==> config.mk <==
export PLATFORM = sky130hd
export DESIGN_NAME = vga_timing_flat
export DESIGN_NICKNAME = d
export VERILOG_FILES = /design/src/rtl/vga_timing_if.sv /design/src/rtl/vga_timing.sv /design/src/flat_wrapper.sv
export SDC_FILE = /design/constraint.sdc
export NUM_CORES = 1
export LEC_CHECK = 0
export ABC_AREA = 1
export ABC_CLOCK_PERIOD_IN_PS = 1600
export BUFFER_PORTS_ARGS = -buffer_cell sky130_fd_sc_hd__buf_2
export CAP_MARGIN = 25
export CORE_MARGIN = 2
export CORE_UTILIZATION = 50
export CTS_CLUSTER_DIAMETER = 50
export DETAILED_ROUTE_END_ITERATION = 10
export GPL_ROUTABILITY_DRIVEN = 0
export PLACE_DENSITY_LB_ADDON = 0.15
export SLEW_MARGIN = 25
export SYNTH_ARGS = -nofsm -noshare
export SYNTH_HDL_FRONTEND = slang
export SYNTH_SLANG_ARGS = --single-unit
==> constraint.sdc <==
create_clock -name clk -period 1.6 [get_ports clk]
set_input_delay 0.16 -clock clk [delete_from_list [all_inputs] [get_ports clk]]
set_output_delay 0.16 -clock clk [all_outputs]
set_load 0.005 [all_outputs]
==> src/rtl/vga_timing_if.sv <==
// Video timing bus: enable in, sync/data-enable/coordinates/prefetch out.
interface vga_timing_if;
    logic       enable;
    logic       hsync;
    logic       vsync;
    logic       de;
    logic [9:0] x;
    logic [9:0] y;
    logic       frame_start;
    logic       fetch_req;
    logic [9:0] fetch_line;

    // Timing generator side
    modport master (
        input  enable,
        output hsync, vsync, de, x, y, frame_start, fetch_req, fetch_line
    );

    // Pixel pipeline side
    modport slave (
        output enable,
        input  hsync, vsync, de, x, y, frame_start, fetch_req, fetch_line
    );
endinterface

==> src/rtl/vga_timing.sv <==
// VGA raster timing generator: h/v counters, registered syncs, data enable,
// visible coordinates, frame-start pulse and one-line-ahead prefetch request.
module vga_timing #(
    parameter int unsigned H_VISIBLE = 640,
    parameter int unsigned H_FRONT   = 16,
    parameter int unsigned H_SYNC    = 96,
    parameter int unsigned H_BACK    = 48,
    parameter int unsigned V_VISIBLE = 480,
    parameter int unsigned V_FRONT   = 10,
    parameter int unsigned V_SYNC    = 2,
    parameter int unsigned V_BACK    = 33,
    parameter bit          SYNC_POL  = 1'b0
) (
    input  logic         clk,
    input  logic         reset,
    vga_timing_if.master bus
);

    localparam int unsigned HT = H_VISIBLE + H_FRONT + H_SYNC + H_BACK;
    localparam int unsigned VT = V_VISIBLE + V_FRONT + V_SYNC + V_BACK;

    localparam logic [9:0] HtLast = 10'(HT - 1);
    localparam logic [9:0] VtLast = 10'(VT - 1);
    localparam logic [9:0] HVis   = 10'(H_VISIBLE);
    localparam logic [9:0] VVis   = 10'(V_VISIBLE);
    localparam logic [9:0] HsBeg  = 10'(H_VISIBLE + H_FRONT);
    localparam logic [9:0] HsEnd  = 10'(H_VISIBLE + H_FRONT + H_SYNC);
    localparam logic [9:0] VsBeg  = 10'(V_VISIBLE + V_FRONT);
    localparam logic [9:0] VsEnd  = 10'(V_VISIBLE + V_FRONT + V_SYNC);

    logic [9:0] h_cnt_q, h_cnt_d;
    logic [9:0] v_cnt_q, v_cnt_d;
    logic       hsync_q, hsync_d;
    logic       vsync_q, vsync_d;
    logic       de_q, de_d;
    logic [9:0] x_q, x_d;
    logic [9:0] y_q, y_d;
    logic       frame_start_q, frame_start_d;
    logic       fetch_req_q, fetch_req_d;
    logic [9:0] fetch_line_q, fetch_line_d;

    logic [9:0] next_line;
    logic       visible;

    // Counter advance with line and frame wrap in the same cycle
    always_comb begin
        h_cnt_d = h_cnt_q;
        v_cnt_d = v_cnt_q;
        if (bus.enable) begin
            if (h_cnt_q == HtLast) begin
                h_cnt_d = '0;
                v_cnt_d = (v_cnt_q == VtLast) ? '0 : v_cnt_q + 10'd1;
            end else begin
                h_cnt_d = h_cnt_q + 10'd1;
            end
        end
    end

    // Output decode from current counters; registered so outputs lag by one cycle
    always_comb begin
        next_line     = (v_cnt_q == VtLast) ? '0 : v_cnt_q + 10'd1;
        visible       = (h_cnt_q < HVis) && (v_cnt_q < VVis);
        hsync_d       = hsync_q;
        vsync_d       = vsync_q;
        de_d          = 1'b0;
        x_d           = '0;
        y_d           = '0;
        frame_start_d = 1'b0;
        fetch_req_d   = 1'b0;
        fetch_line_d  = fetch_line_q;
        if (bus.enable) begin
            hsync_d = ((h_cnt_q >= HsBeg) && (h_cnt_q < HsEnd)) ? SYNC_POL : ~SYNC_POL;
            // vsync depends only on v_cnt, so it flips exactly at h_cnt=0
            vsync_d = ((v_cnt_q >= VsBeg) && (v_cnt_q < VsEnd)) ? SYNC_POL : ~SYNC_POL;
            de_d    = visible;
            if (visible) begin
                x_d = h_cnt_q;
                y_d = v_cnt_q;
            end
            frame_start_d = (h_cnt_q == '0) && (v_cnt_q == '0);
            // Request the following line once the visible part of this one ends
            if ((h_cnt_q == HVis) && (next_line < VVis)) begin
                fetch_req_d  = 1'b1;
                fetch_line_d = next_line;
            end
        end
    end

    // State and output registers with synchronous reset
    always_ff @(posedge clk) begin
        if (reset) begin
            h_cnt_q       <= '0;
            v_cnt_q       <= '0;
            hsync_q       <= ~SYNC_POL;
            vsync_q       <= ~SYNC_POL;
            de_q          <= 1'b0;
            x_q           <= '0;
            y_q           <= '0;
            frame_start_q <= 1'b0;
            fetch_req_q   <= 1'b0;
            fetch_line_q  <= '0;
        end else begin
            h_cnt_q       <= h_cnt_d;
            v_cnt_q       <= v_cnt_d;
            hsync_q       <= hsync_d;
            vsync_q       <= vsync_d;
            de_q          <= de_d;
            x_q           <= x_d;
            y_q           <= y_d;
            frame_start_q <= frame_start_d;
            fetch_req_q   <= fetch_req_d;
            fetch_line_q  <= fetch_line_d;
        end
    end

    assign bus.hsync       = hsync_q;
    assign bus.vsync       = vsync_q;
    assign bus.de          = de_q;
    assign bus.x           = x_q;
    assign bus.y           = y_q;
    assign bus.frame_start = frame_start_q;
    assign bus.fetch_req   = fetch_req_q;
    assign bus.fetch_line  = fetch_line_q;

endmodule
==> src/flat_wrapper.sv <==
// flat-port wrapper written by rule: the top's interface ports become plain ports
module vga_timing_flat 
#(
    parameter int unsigned H_VISIBLE = 640,
    parameter int unsigned H_FRONT   = 16,
    parameter int unsigned H_SYNC    = 96,
    parameter int unsigned H_BACK    = 48,
    parameter int unsigned V_VISIBLE = 480,
    parameter int unsigned V_FRONT   = 10,
    parameter int unsigned V_SYNC    = 2,
    parameter int unsigned V_BACK    = 33,
    parameter bit          SYNC_POL  = 1'b0
)
  (clk, reset, bus_enable, bus_hsync, bus_vsync, bus_de, bus_x, bus_y, bus_frame_start, bus_fetch_req, bus_fetch_line);
  vga_timing_if bus_i ();
  input  logic clk;
  input  logic reset;
  input wire logic [$bits(bus_i.enable)-1:0] bus_enable;
  output wire logic [$bits(bus_i.hsync)-1:0] bus_hsync;
  output wire logic [$bits(bus_i.vsync)-1:0] bus_vsync;
  output wire logic [$bits(bus_i.de)-1:0] bus_de;
  output wire logic [$bits(bus_i.x)-1:0] bus_x;
  output wire logic [$bits(bus_i.y)-1:0] bus_y;
  output wire logic [$bits(bus_i.frame_start)-1:0] bus_frame_start;
  output wire logic [$bits(bus_i.fetch_req)-1:0] bus_fetch_req;
  output wire logic [$bits(bus_i.fetch_line)-1:0] bus_fetch_line;
  assign bus_i.enable = bus_enable;
  assign bus_hsync = bus_i.hsync;
  assign bus_vsync = bus_i.vsync;
  assign bus_de = bus_i.de;
  assign bus_x = bus_i.x;
  assign bus_y = bus_i.y;
  assign bus_frame_start = bus_i.frame_start;
  assign bus_fetch_req = bus_i.fetch_req;
  assign bus_fetch_line = bus_i.fetch_line;
  vga_timing #(.H_VISIBLE(H_VISIBLE), .H_FRONT(H_FRONT), .H_SYNC(H_SYNC), .H_BACK(H_BACK), .V_VISIBLE(V_VISIBLE), .V_FRONT(V_FRONT), .V_SYNC(V_SYNC), .V_BACK(V_BACK), .SYNC_POL(SYNC_POL)) u_core (.clk(clk), .reset(reset), .bus(bus_i));
endmodule
Yosys cells after proc, flatten, opt, wreduce, memory -nomap -nowiden
Cells that the tools add are included.
{ "totals": {"regBits": 55, "in_bits": 3, "out_inout_bits": 35} }
{ "op_classes": {"addsub": 2, "n_lt_le_gt_ge": 7, "n_eq_ne": 3, "n_mux": 5, "bitwise": 2, "n_reduce_logical": 11} }
{ "ops": {"columns": ["cell", "n"], "rows": [
  ["10-bit == test (second input constant)", 3],
  ["10-bit by 9-bit less-than comparator with 1-bit output (second input constant)", 3],
  ["10-bit by 1-bit adder with 10-bit output (second input constant)", 2],
  ["10-bit logical NOT", 2],
  ["10-bit less-than comparator (second input constant)", 2],
  ["10-bit 2-to-1 mux", 2],
  ["10-bit >= comparator (second input constant)", 1],
  ["10-bit by 9-bit >= comparator with 1-bit output (second input constant)", 1],
  ["1-bit logical AND", 5],
  ["2-bit AND reduction", 2],
  ["1-bit 2-to-1 mux", 3],
  ["3-bit OR reduction", 1],
  ["1-bit NOT", 2],
  ["2-bit OR reduction", 1]
]} }

Logic depth before layout (Yosys ltp)
Gate-level depths: netlist (run 1).
{ "logic_depth": {"ltp_word": 5, "depth_mapped": 13} }

Worst setup path before layout (run 1)
No wires, ideal clock.
{ "synth_path": {"path_kind": "flip-flop to flip-flop", "start": "reg u_core.v_cnt_q[0]", "end": "reg u_core.fetch_line_q[6] (netlist: u_core.bus.fetch_line[6])", "arrival_time_ps": 1446, "slack_ps": 40, "stages_incl_launch_ff": 13, "path_buffers": 1, "period_less_slack_ps": 1560, "cell_sequence": "dfxtp_1 inv_1 ha_1 nand3_1 nor2_1 nand2_1 nand3_2 nand2_2 inv_2 nand2_4 buf_12 nor2_1 nor2_2"} }
{ "synth_between": {"elab_chain_len": 5} }
{ "synth_rtl": {"columns": ["element", "line_no", "source"], "rows": [
  ["start, declared", "vga_timing.sv:32", "logic [9:0] v_cnt_q, v_cnt_d;"],
  ["start signal, assigned", "vga_timing.sv:104", "v_cnt_q <= v_cnt_d;"],
  ["10-bit by 1-bit adder with 10-bit output / 10-bit == test (equally long branches)", "vga_timing.sv:61", "next_line = (v_cnt_q == VtLast) ? '0 : v_cnt_q + 10'd1;"],
  ["10-bit 2-to-1 mux (*)", "vga_timing.sv:61", null],
  ["10-bit by 9-bit less-than comparator with 1-bit output", "vga_timing.sv:82", "if ((h_cnt_q == HVis) && (next_line < VVis)) begin"],
  ["1-bit logical AND", "vga_timing.sv:82", null],
  ["2-bit AND reduction (no line)", null, null],
  ["end signal, assigned", "vga_timing.sv:112", "fetch_line_q <= fetch_line_d;"],
  ["end, declared", "vga_timing.sv:40", "logic [9:0] fetch_line_q, fetch_line_d;"]
]} }
Every way passes the cells marked *; elsewhere a longest branch is shown, timed or not.
A chain may end at the register's enable or synchronous reset.

Worst setup path after layout (run 1)
{ "layout_path": {"start": "reg u_core.v_cnt_q[0]", "end": "reg u_core.fetch_line_q[0] (netlist: u_core.bus.fetch_line[0])"} }
Same word-level chain as after synthesis.

==> results of run 1 <==
## per-stage QoR
step	worst slack [ns]	instance area, sq um
floorplan	0.0404	2300
global placement	0.00511	2680
detailed placement	-0.0618	2680
CTS	0.0104	2780
global route	-0.0255	2960
finish	0.0724	2960
## worst max-delay path, delay by kind of cell (launching register included)
family                   cells  cell delay (ns)
AND/OR/NAND/NOR              6             0.63
flip-flops                   1             0.38
adder cells (fa/ha/maj)      1             0.15
buffers and inverters        1             0.15
AO/OA/AOI/OAI                1             0.13
## sequential cells by signal, summed over array words and instances, names as in the netlist
register	count
u_core.bus.frame_start	1
u_core.h_cnt_q	10
u_core.bus.de	1
u_core.bus.x	10
u_core.bus.hsync	1
u_core.bus.fetch_line	10
u_core.v_cnt_q	10
u_core.bus.fetch_req	1
u_core.bus.y	10
u_core.bus.vsync	1
## cells in the mapped netlist
cell type  count  area [sq um]
nand3_2        2          20.0
nor4_1         2          12.5
nand2_4        2          22.5
o22ai_1        8          50.1
nor4b_1        1          8.76
ha_1           4          50.1
buf_4          1          7.51
inv_1         38           143
nand2_1       48           180
nand3_1       12          60.1
o21bai_2       1          11.3
nor3b_1        1          7.51
clkbuf_1       1          3.75
buf_12         1          20.0
buf_6          1          11.3
nor2_1        48           180
nor2_4         1          11.3
inv_2          8          30.0
nand2_2        8          50.1
xor2_1         4          35.0
nor3_1         3          15.0
o32ai_1        1          8.76
conb_1         1          3.75
dfxtp_1       55          1100
nor3_2         2          20.0
a21oi_1        8          40.0
o21ai_1        2          10.0
or2_2          1          6.26
nor2_2        12          75.1
nand3_4        1          17.5
nand4_1        5          31.3
buf_2          3          15.0
o21ai_0        9          45.0
## layer usage
| metal | vias up | wire length [um] |
|---|---|---|
| met5 | - | 0 |
| met4 | 0 | 89 |
| met3 | 8 | 189 |
| met2 | 47 | 2620 |
| met1 | 958 | 2240 |
| li1 | 1050 | - |
## timing repair
action,in CTS,in global routing
pin swaps,0,12
gates cloned,0,1
resized for setup,4,44
endpoints found under the setup margin,9,26
endpoints found under the hold margin,0,0
buffers inserted,1,3
## cells in the final DEF, fill, tap and decap left out, drive strengths merged
cell type and n:
o32ai 1, o22ai 8, or2 1, nor4 2, nor3 5, bufinv 1, nor3b 1, nand4 5
o21bai 1, nor2 61, nand2 59, nor4b 1, clkinv 2, dfxtp 55, clkbuf 7, buf 65
xor2 4, ha 4, a21oi 8, conb 1, inv 44, o21ai 11, nand3 15
## worst paths after layout
path	to	cells after the start	slack [ns]	startpoint
worst max-delay path	u_core.bus.fetch_line[0]	9	0.07	u_core.v_cnt_q[0]
worst min register to register	u_core.bus.fetch_line[9]	2	0.45	u_core.bus.fetch_line[9]
worst max register to register	u_core.bus.fetch_line[0]	9	0.07	u_core.v_cnt_q[0]
worst min-delay path	u_core.h_cnt_q[2]	2	0.19	reset
## area by class of cell
| cell class | instances | area [sq um] | share of cell area (%) |
|---|---|---|---|
| tap | 52 | 65.1 | 2.20 |
| multi-input combinational | 188 | 1100 | 37.3 |
| clock inverter | 1 | 5.00 | 0.169 |
| timing repair buffer | 65 | 403 | 13.6 |
| sequential | 55 | 1120 | 37.7 |
| clock buffer | 7 | 76.3 | 2.58 |
| inverter | 46 | 191 | 6.46 |
## cells by family (layout without fill, tap and decap cells)
| group | count (synthesis) | in the layout | share of synthesized area, % |
|---|---|---|---|
| and+or+nand+nor | 149 | 150 | 31.2 |
| DFF | 55 | 55 | 47.8 |
| buffers and inverters | 53 | 119 | 9.99 |
| AOI/OAI and AO/OA | 29 | 29 | 7.17 |
| adders and majority gates | 4 | 4 | 2.17 |
| xor gates and xnor gates | 4 | 4 | 1.52 |
| other | 1 | 1 | 0.163 |
## where the power goes
group	switching [uW]	internal, uW
Clock	429	309
Combinational	59.0	35.8
Sequential	6.54	1380
==> results.yml, run 1 <==
global_routing:
  track_usage_pct: 20.1
  antenna_found_initial: 0
  grt_max_degree: 19
  grt_pass1_wl_um: 8200
  use_met1_pct: 25.3
  grt_use_met2_pct: 33.8
  grt_busiest_layer: "met2"
  grt_pass1_vias: 1886
  grt_overflow: 0
  grt_use_met3_pct: 4.08
cts:
  cts_buffers: 5
  cts.sink_count: 55
  clk_root_buffer_cell: "clkbuf_8"
  hold_buffers: 0
  insertion_delay_ns: 0.31
  cts_buffer_depth: 2
  clk_pin_slew_worst_paths_ns: 0.10
  cts_htree_levels: 2
  cts_tree: "built"
yosys:
  syn_avg_cell_area_sq_um: 7.81
  yosysSeqAreaShare_pct: 47.8
  syn_nets: 302
  synth_cell_types: 33
  yosys_warnings: 0
  ys_ff_latch: 55
  syn_area_sq_um: 2300
  synthesis.instances: 295
power:
  power_density_nw_per_um2: 749
  finalPower_uw: 2220
  ir_drop_uv: 481
  p_leak_uw: 0.00138
sta:
  fin_crit_sh_pct: 95.5
  drv_slew: 0
  fin_setup_tns_ns: 0
  period_needed_ns: 1.53
  hold_slack_ns: 0.188
  hold_viol: 0
  setup_viol: 0
  fmax_ghz: 0.655
  clock_skew_ns: 0.00763
  rsz0062_at_grt: "true"
worst_setup_path:
  crit_fanout: 3
  path_cells: "ha_4 > nand3_4 > nor2_4 > nand3_1 > nand2_2 > nand3_4 > buf_6 > a21oi_1 > nor2_1"
  cp-start-kind: "register"
  worstSetupPathType: "reg -> reg"
  cpMostUsedCell: "nand3_4"
  worstSetupEndpointType: "register"
  max_stage_delay_ns: 0.38
  slowest_stage: "dfxtp_4"
  critPathRequiredTime_ns: 1.81
  arrival_ns: 1.74
detailed_routing:
  routed_wl_um: 5130
  viasPerCell: 4.98
  first_pass_iters: 4
  vias: 2063
  wl_per_cell_um: 12.4
  first_iter_violations: 101
  final_antenna_net_count: 0
  drc: 0
floorplan:
  io_pins: 38
  dieArea_sq_um: 5170
  die_x_um: 71.9
  die_h_um: 71.9
  initial_core_util_pct: 52.5
  core_sq_um: 4380
  rows: 24
cells_and_area:
  utilization_pct: 67.6
  area_delta_synth_final_pct: 28.6
  finalNonFillerCells: 414
  drive_gt1_share_pct: 37.6
  num-nets-final: 368
  num-fill-cells: 366
  num_antenna_cells: 0
min_path:
  hold_class: "in -> reg"
outcome:
  outcome: "finished, final reports clean"
run:
  cap_violations: 0
placed_design:
  place_hpwl_um: 3640
  dp.cells: 401
  numPortBuffers: 37
(Power assumes the default switching activity.)
==> inputs of run 2 (changes only) <==
--- a/config.mk
+++ b/config.mk
@@ -10,11 +10,12 @@
 export BUFFER_PORTS_ARGS = -buffer_cell sky130_fd_sc_hd__buf_2
 export CAP_MARGIN = 25
 export CORE_MARGIN = 2
-export CORE_UTILIZATION = 50
+export CORE_UTILIZATION = 44
 export CTS_CLUSTER_DIAMETER = 50
 export DETAILED_ROUTE_END_ITERATION = 10
 export GPL_ROUTABILITY_DRIVEN = 0
 export PLACE_DENSITY_LB_ADDON = 0.15
+export REMOVE_ABC_BUFFERS = 1
 export SLEW_MARGIN = 25
 export SYNTH_ARGS = -nofsm -noshare
 export SYNTH_HDL_FRONTEND = slang
==> results.yml, run 2 (same netlist as run 1, synthesis figures left out) <==
cts:
  cts_buffers: 5
  cts_buffer_depth: 2
  insertion_delay_ns: 0.30
  hold_buffers: 0
  cts.sink_count: 55
  cts_htree_levels: 2
  cts_tree: "built"
  clk_pin_slew_worst_paths_ns: 0.09
  clk_root_buffer_cell: "clkbuf_8"
global_routing:
  grt_pass1_vias: 1895
  track_usage_pct: 18.7
  grt_pass1_wl_um: 8630
  grt_overflow: 0
  grt_max_degree: 19
  antenna_found_initial: 0
power:
  p_leak_uw: 0.00138
  p_int_uw: 1720
  power_density_nw_per_um2: 734
  seqPwrFrac_pct: 62.6
  p_switching_uw: 492
  power_frac_clock_pct: 33.1
  ir_drop_uv: 462
  p_sw_share_pct: 22.3
  combPwrFrac_pct: 4.3
cells_and_area:
  num-nets-final: 370
  drive_gt1_share_pct: 39.6
  layout_common_cells: "51 x dfxtp_1, 43 x nand2_1, 39 x nor2_1"
  area_delta_synth_final_pct: 30.7
  num_antenna_cells: 0
  final_common_cell: "dfxtp_1"
  finalNonFillerCells: 434
sta:
  hold_viol: 0
  fin_crit_sh_pct: 99.0
  fmax_ghz: 0.632
  drv_slew: 0
  rsz0062_at_grt: "true"
  period_needed_ns: 1.58
  setup_viol: 0
  hold_slack_ns: 0.184
  clock_skew_ns: 0.00521
detailed_routing:
  first_pass_iters: 5
  first_iter_violations: 109
  wl_per_cell_um: 12.6
  final_antenna_net_count: 0
  viasPerCell: 4.71
  routed_wl_um: 5470
  drc: 0
  vias: 2046
floorplan:
  die_x_um: 76.4
  die_h_um: 76.4
  initial_core_util_pct: 45.4
  io_pins: 38
  rows: 26
  core_sq_um: 5070
  dieArea_sq_um: 5830
worst_setup_path:
  worstSetupEndpointType: "register"
  worstSetupPathType: "reg -> reg"
  critPathRequiredTime_ns: 1.80
  arrival_ns: 1.79
  reg2regPathDepth: 10
  crit_fanout: 7
  r2r-start: "u_core.v_cnt_q[1]"
  cp-start-kind: "register"
  crit_start: "u_core.v_cnt_q[1]"
min_path:
  hold_path_depth: 2
  hp-start: "reset"
  hold_class: "in -> reg"
placed_design:
  dp.cells: 422
  place_hpwl_um: 3770
  numPortBuffers: 37
outcome:
  outcome: "finished, final reports clean"
run:
  cap_violations: 0
## run 2: changes by cell type in the layout (fill, tap and decap cells not counted), sizes merged
cell / previous run / this run
clkinvlp: 0 / 1
buf: 65 / 66
clkinv: 2 / 1
inv: 44 / 46
bufinv: 1 / 0
## run 2: final cells by class
| cell class | instances | area, sq um |
|---|---|---|
| Tap cell | 70 | 87.6 |
| Timing Repair inverter | 1 | 7.51 |
| Inverter | 46 | 180 |
| Timing Repair Buffer | 66 | 407 |
| Fill cell | 506 | 2060 |
| Clock inverter | 1 | 5.00 |
| Multi-Input combinational cell | 188 | 1140 |
| Sequential cell | 55 | 1110 |
| Clock buffer | 7 | 76.3 |
## run 2: final timing paths
| kind | endpoint | slack [ns] |
|---|---|---|
| setup / recovery | u_core.bus.fetch_line[8] | 0.02 |
| hold / removal | u_core.h_cnt_q[2] | 0.18 |
| setup reg to reg | u_core.bus.fetch_line[8] | 0.02 |
| hold reg to reg | u_core.bus.fetch_line[9] | 0.44 |
## run 2: worst max-delay path, cell delays in order, from the launching register on
cell     delay [ns]
dfxtp_4        0.38
ha_4           0.15
nand3_4        0.09
o21ai_2        0.17
nand2_2        0.10
nor2_4         0.13
nand3_4        0.14
nand2_8        0.15
inv_4          0.05
nor2_2         0.09
nor2_1         0.04
## run 2: repair_timing
item | CTS | global route
setup buffers | 0 | 2
setup endpoints to repair | 10 | 43
cloned | 1 | 1
pin swaps | 5 | 17
gates resized for setup | 10 | 42
## run 2: layer usage
layer  track usage (%)  up-vias  wire, um  share of wire, %
met4              6.18        0        85               1.6
met3              4.15        8       215               3.9
met1              21.4      941      2310                42
met5                 0        -         0                 0
met2              34.4       39      2870                52
li1                  -     1058         -                 -
## run 2: power groups by stage
stage | clock network (uW) | logic (uW) | registers (uW)
after floorplan | 0 | 47.1 | 1420
after global placement | 0 | 87.5 | 1420
after detailed placement | 0 | 88.4 | 1420
after CTS | 750 | 88.9 | 1390
after global routing | 811 | 106 | 1390
final | 731 | 95.1 | 1380
## run 2: through the flow
stage / total power, uW / utilization, % / TNS (ns) / worst slack, ns / instance area, sq um
5_1_grt: 2300 / 59.3 / -0.291 / -0.0687 / 3010
3_3_place_gp: 1510 / 53.6 / -0.151 / -0.0791 / 2720
6_report: 2210 / 59.3 / 0 / 0.0166 / 3010
2_1_floorplan: 1470 / - / 0 / 0.0325 / 2250
3_5_place_dp: 1510 / 53.6 / -0.396 / -0.115 / 2720
4_1_cts: 2230 / 56.1 / 0 / 0.00570 / 2850
==> inputs of run 3 (changes only) <==
--- a/config.mk
+++ b/config.mk
@@ -5,7 +5,6 @@
 export SDC_FILE = /design/constraint.sdc
 export NUM_CORES = 1
 export LEC_CHECK = 0
-export ABC_AREA = 1
 export ABC_CLOCK_PERIOD_IN_PS = 1600
 export BUFFER_PORTS_ARGS = -buffer_cell sky130_fd_sc_hd__buf_2
 export CAP_MARGIN = 25
@@ -16,6 +15,7 @@
 export GPL_ROUTABILITY_DRIVEN = 0
 export PLACE_DENSITY_LB_ADDON = 0.15
 export REMOVE_ABC_BUFFERS = 1
+export SETUP_SLACK_MARGIN = 0.4
 export SLEW_MARGIN = 25
 export SYNTH_ARGS = -nofsm -noshare
 export SYNTH_HDL_FRONTEND = slang
==> results.yml, run 3 <==
power:
  power_density_nw_per_um2: 621
  ir_drop_uv: 459
  p_int_uw: 1780
  finalPower_uw: 2340
  seqPwrFrac_pct: 59.4
  p_sw_share_pct: 23.9
  power_frac_clock_pct: 34.6
  combPwrFrac_pct: 6.0
  p_switching_uw: 559
  p_leak_uw: 0.00163
worst_setup_path:
  cp-start-kind: "register"
  crit_start: "u_core.v_cnt_q[4]"
  critPathRequiredTime_ns: 1.81
  arrival_ns: 2.37
  crit_fanout: 5
  worstSetupPathType: "reg -> reg"
  r2r-start: "u_core.v_cnt_q[4]"
  worstSetupEndpointType: "register"
yosys:
  yosys_warnings: 0
  synth.area.mux_share_pct: 3.48
  synth_compound_area_share_pct: 9.19
  yosysSeqAreaShare_pct: 45.7
  synth-edff-count: 0
  synth_top_cell_area_share_pct: 45.7
  syn_area_sq_um: 2410
  yosysTopAreaCell: "dfxtp_1"
  synth_top_family_by_area: "simple AND/OR/NAND/NOR gates"
  synthesis.instances: 256
  synth-simple-area-share_pct: 27.8
  synth_common_cells: "55 x dfxtp_1, 30 x nor2_1, 17 x and2_1"
  ys_ff_latch: 55
  synth_fa_ha_area_share_pct: 2.08
  synth.area.top_cells: "dfxtp_1 46%, nor2_1 4.7%, and2_1 4.4%"
  async_flop_share_pct: 0
  synth_xor_area_share_pct: 5.82
  yosysMostFrequentCell: "dfxtp_1"
  syn_avg_cell_area_sq_um: 9.41
  synth_cell_types: 56
  synth_top_flop_cell: "dfxtp_1"
floorplan:
  initial_core_util_pct: 46.3
  dieArea_sq_um: 6080
  die_x_um: 78.0
  die_h_um: 78.0
  rows: 26
  io_pins: 38
  core_sq_um: 5200
cts:
  cts.sink_count: 55
  cts_buffers: 5
  cts_htree_levels: 2
  insertion_delay_ns: 0.31
  cts_tree: "built"
  clk_pin_slew_worst_paths_ns: 0.10
  hold_buffers: 0
  cts_buffer_depth: 2
  clk_root_buffer_cell: "clkbuf_8"
sta:
  setup_viol: 27
  fmax_ghz: 0.463
  worst_pin_slew_ns: 0.563
  drv_slew: 0
  rsz0062_at_grt: "true"
  hold_slack_ns: 0.295
  clock_skew_ns: 0.00548
  hold_viol: 0
  max_slew_margin_pct: 62.3
  setup_slack_ns: -0.560
  fin_setup_tns_ns: -9.13
  fin_crit_sh_pct: 135
  period_needed_ns: 2.16
placed_design:
  numPortBuffers: 37
  place_hpwl_um: 3890
cells_and_area:
  drive_gt1_share_pct: 57.3
  num-nets-final: 371
  final_common_cell: "buf_4"
  area_delta_synth_final_pct: 56.1
  num_antenna_cells: 0
  layout_common_cells: "53 x buf_4, 39 x dfxtp_1, 37 x buf_2"
  num-fill-cells: 379
global_routing:
  grt_pass1_vias: 2047
  grt_pass1_wl_um: 9870
  antenna_found_initial: 0
  track_usage_pct: 20.4
  grt_overflow: 0
  grt_max_degree: 35
detailed_routing:
  first_pass_iters: 4
  final_antenna_net_count: 0
  routed_wl_um: 6250
  drc: 0
  wl_per_cell_um: 14.4
  viasPerCell: 5.04
  vias: 2193
  first_iter_violations: 116
min_path:
  hp-start: "reset"
  hold_class: "in -> reg"
run:
  cap_violations: 0
outcome:
  outcome: "finished with violations"
  failed_checks: "setup timing"
[run 3: cell count changes after synthesis, sizes merged, moves of 8 or more]
cell / previous run / this run
nand2: 58 / 10
inv: 46 / 11
nor2: 61 / 30
and2: 0 / 18
nand3: 15 / 6
clkbuf: 1 / 9
nand2b: 0 / 8
o22ai: 8 / 0
xnor2: 0 / 8
[run 3: kinds of logic (layout without fill, tap and decap cells)]
family | Yosys count | after routing
DFF | 55 | 55
buffers and inverters | 27 | 135
xor gates and xnor gates | 16 | 16
other | 1 | 1
and+or+nand+nor | 117 | 117
muxes | 8 | 8
adders and majority gates | 4 | 4
AOI/OAI and AO/OA | 28 | 29
[run 3: timing repair]
item,CTS,global route
setup buffers,13,8
cloned,1,0
resized for setup,59,63
pin swaps,21,19
setup endpoints to repair,51,51
[run 3: power groups by stage]
stage,registers (uW),clock network [uW],logic (uW)
floorplan,1420,0,35.4
global placement,1420,0,107
detailed placement,1420,0,109
CTS,1390,833,127
global route,1390,882,154
finish,1390,809,140
[run 3: critical path: stages, from the launching register on]
cell	delay, ns
dfxtp_2	0.33
or4_4	0.53
or3_4	0.36
a311oi_4	0.22
buf_6	0.17
o41ai_4	0.12
mux2_4	0.32
[run 3: area by class of cell]
cell class / instances / area (sq um) / area share, %
clock buffer: 5 / 68.8 / 1.83
clock inverter: 3 / 28.8 / 0.765
inverter: 11 / 43.8 / 1.16
multi-input combinational: 175 / 1520 / 40.5
sequential: 55 / 1120 / 29.8
tap: 70 / 87.6 / 2.33
timing repair buffer: 116 / 888 / 23.6
[run 3: path summary, 6_finish.rpt]
path	to	slack, ns	depth (start not counted)
setup reg to reg	u_core.bus.fetch_line[0]	-0.56	6
hold reg to reg	u_core.bus.fetch_line[6]	0.48	2
setup / recovery	u_core.bus.fetch_line[0]	-0.56	6
hold / removal	u_core.bus.x[8]	0.30	3
[run 3: stage by stage]
stage               utilization (%)  area (sq um)  setup slack [ns]  std cells
finish                         72.3          3760            -0.560        435
global route                   72.3          3760            -0.694        435
CTS                            66.7          3470            -0.535        427
detailed placement             58.3          3030            -0.680        405
global placement               58.3          3030            -0.622        405
floorplan                         -          2310            -0.742        240
[run 3: metal layers]
metal / routed length (um) / vias to the layer above / GRT usage (%) / part of all wire, %
met5: 0 / - / 0 / 0
met4: 63 / 0 / 5.44 / 1.0
met3: 239 / 9 / 3.14 / 3.8
met2: 2930 / 45 / 32.1 / 47
met1: 3010 / 1043 / 29.3 / 48
li1: - / 1096 / - / -
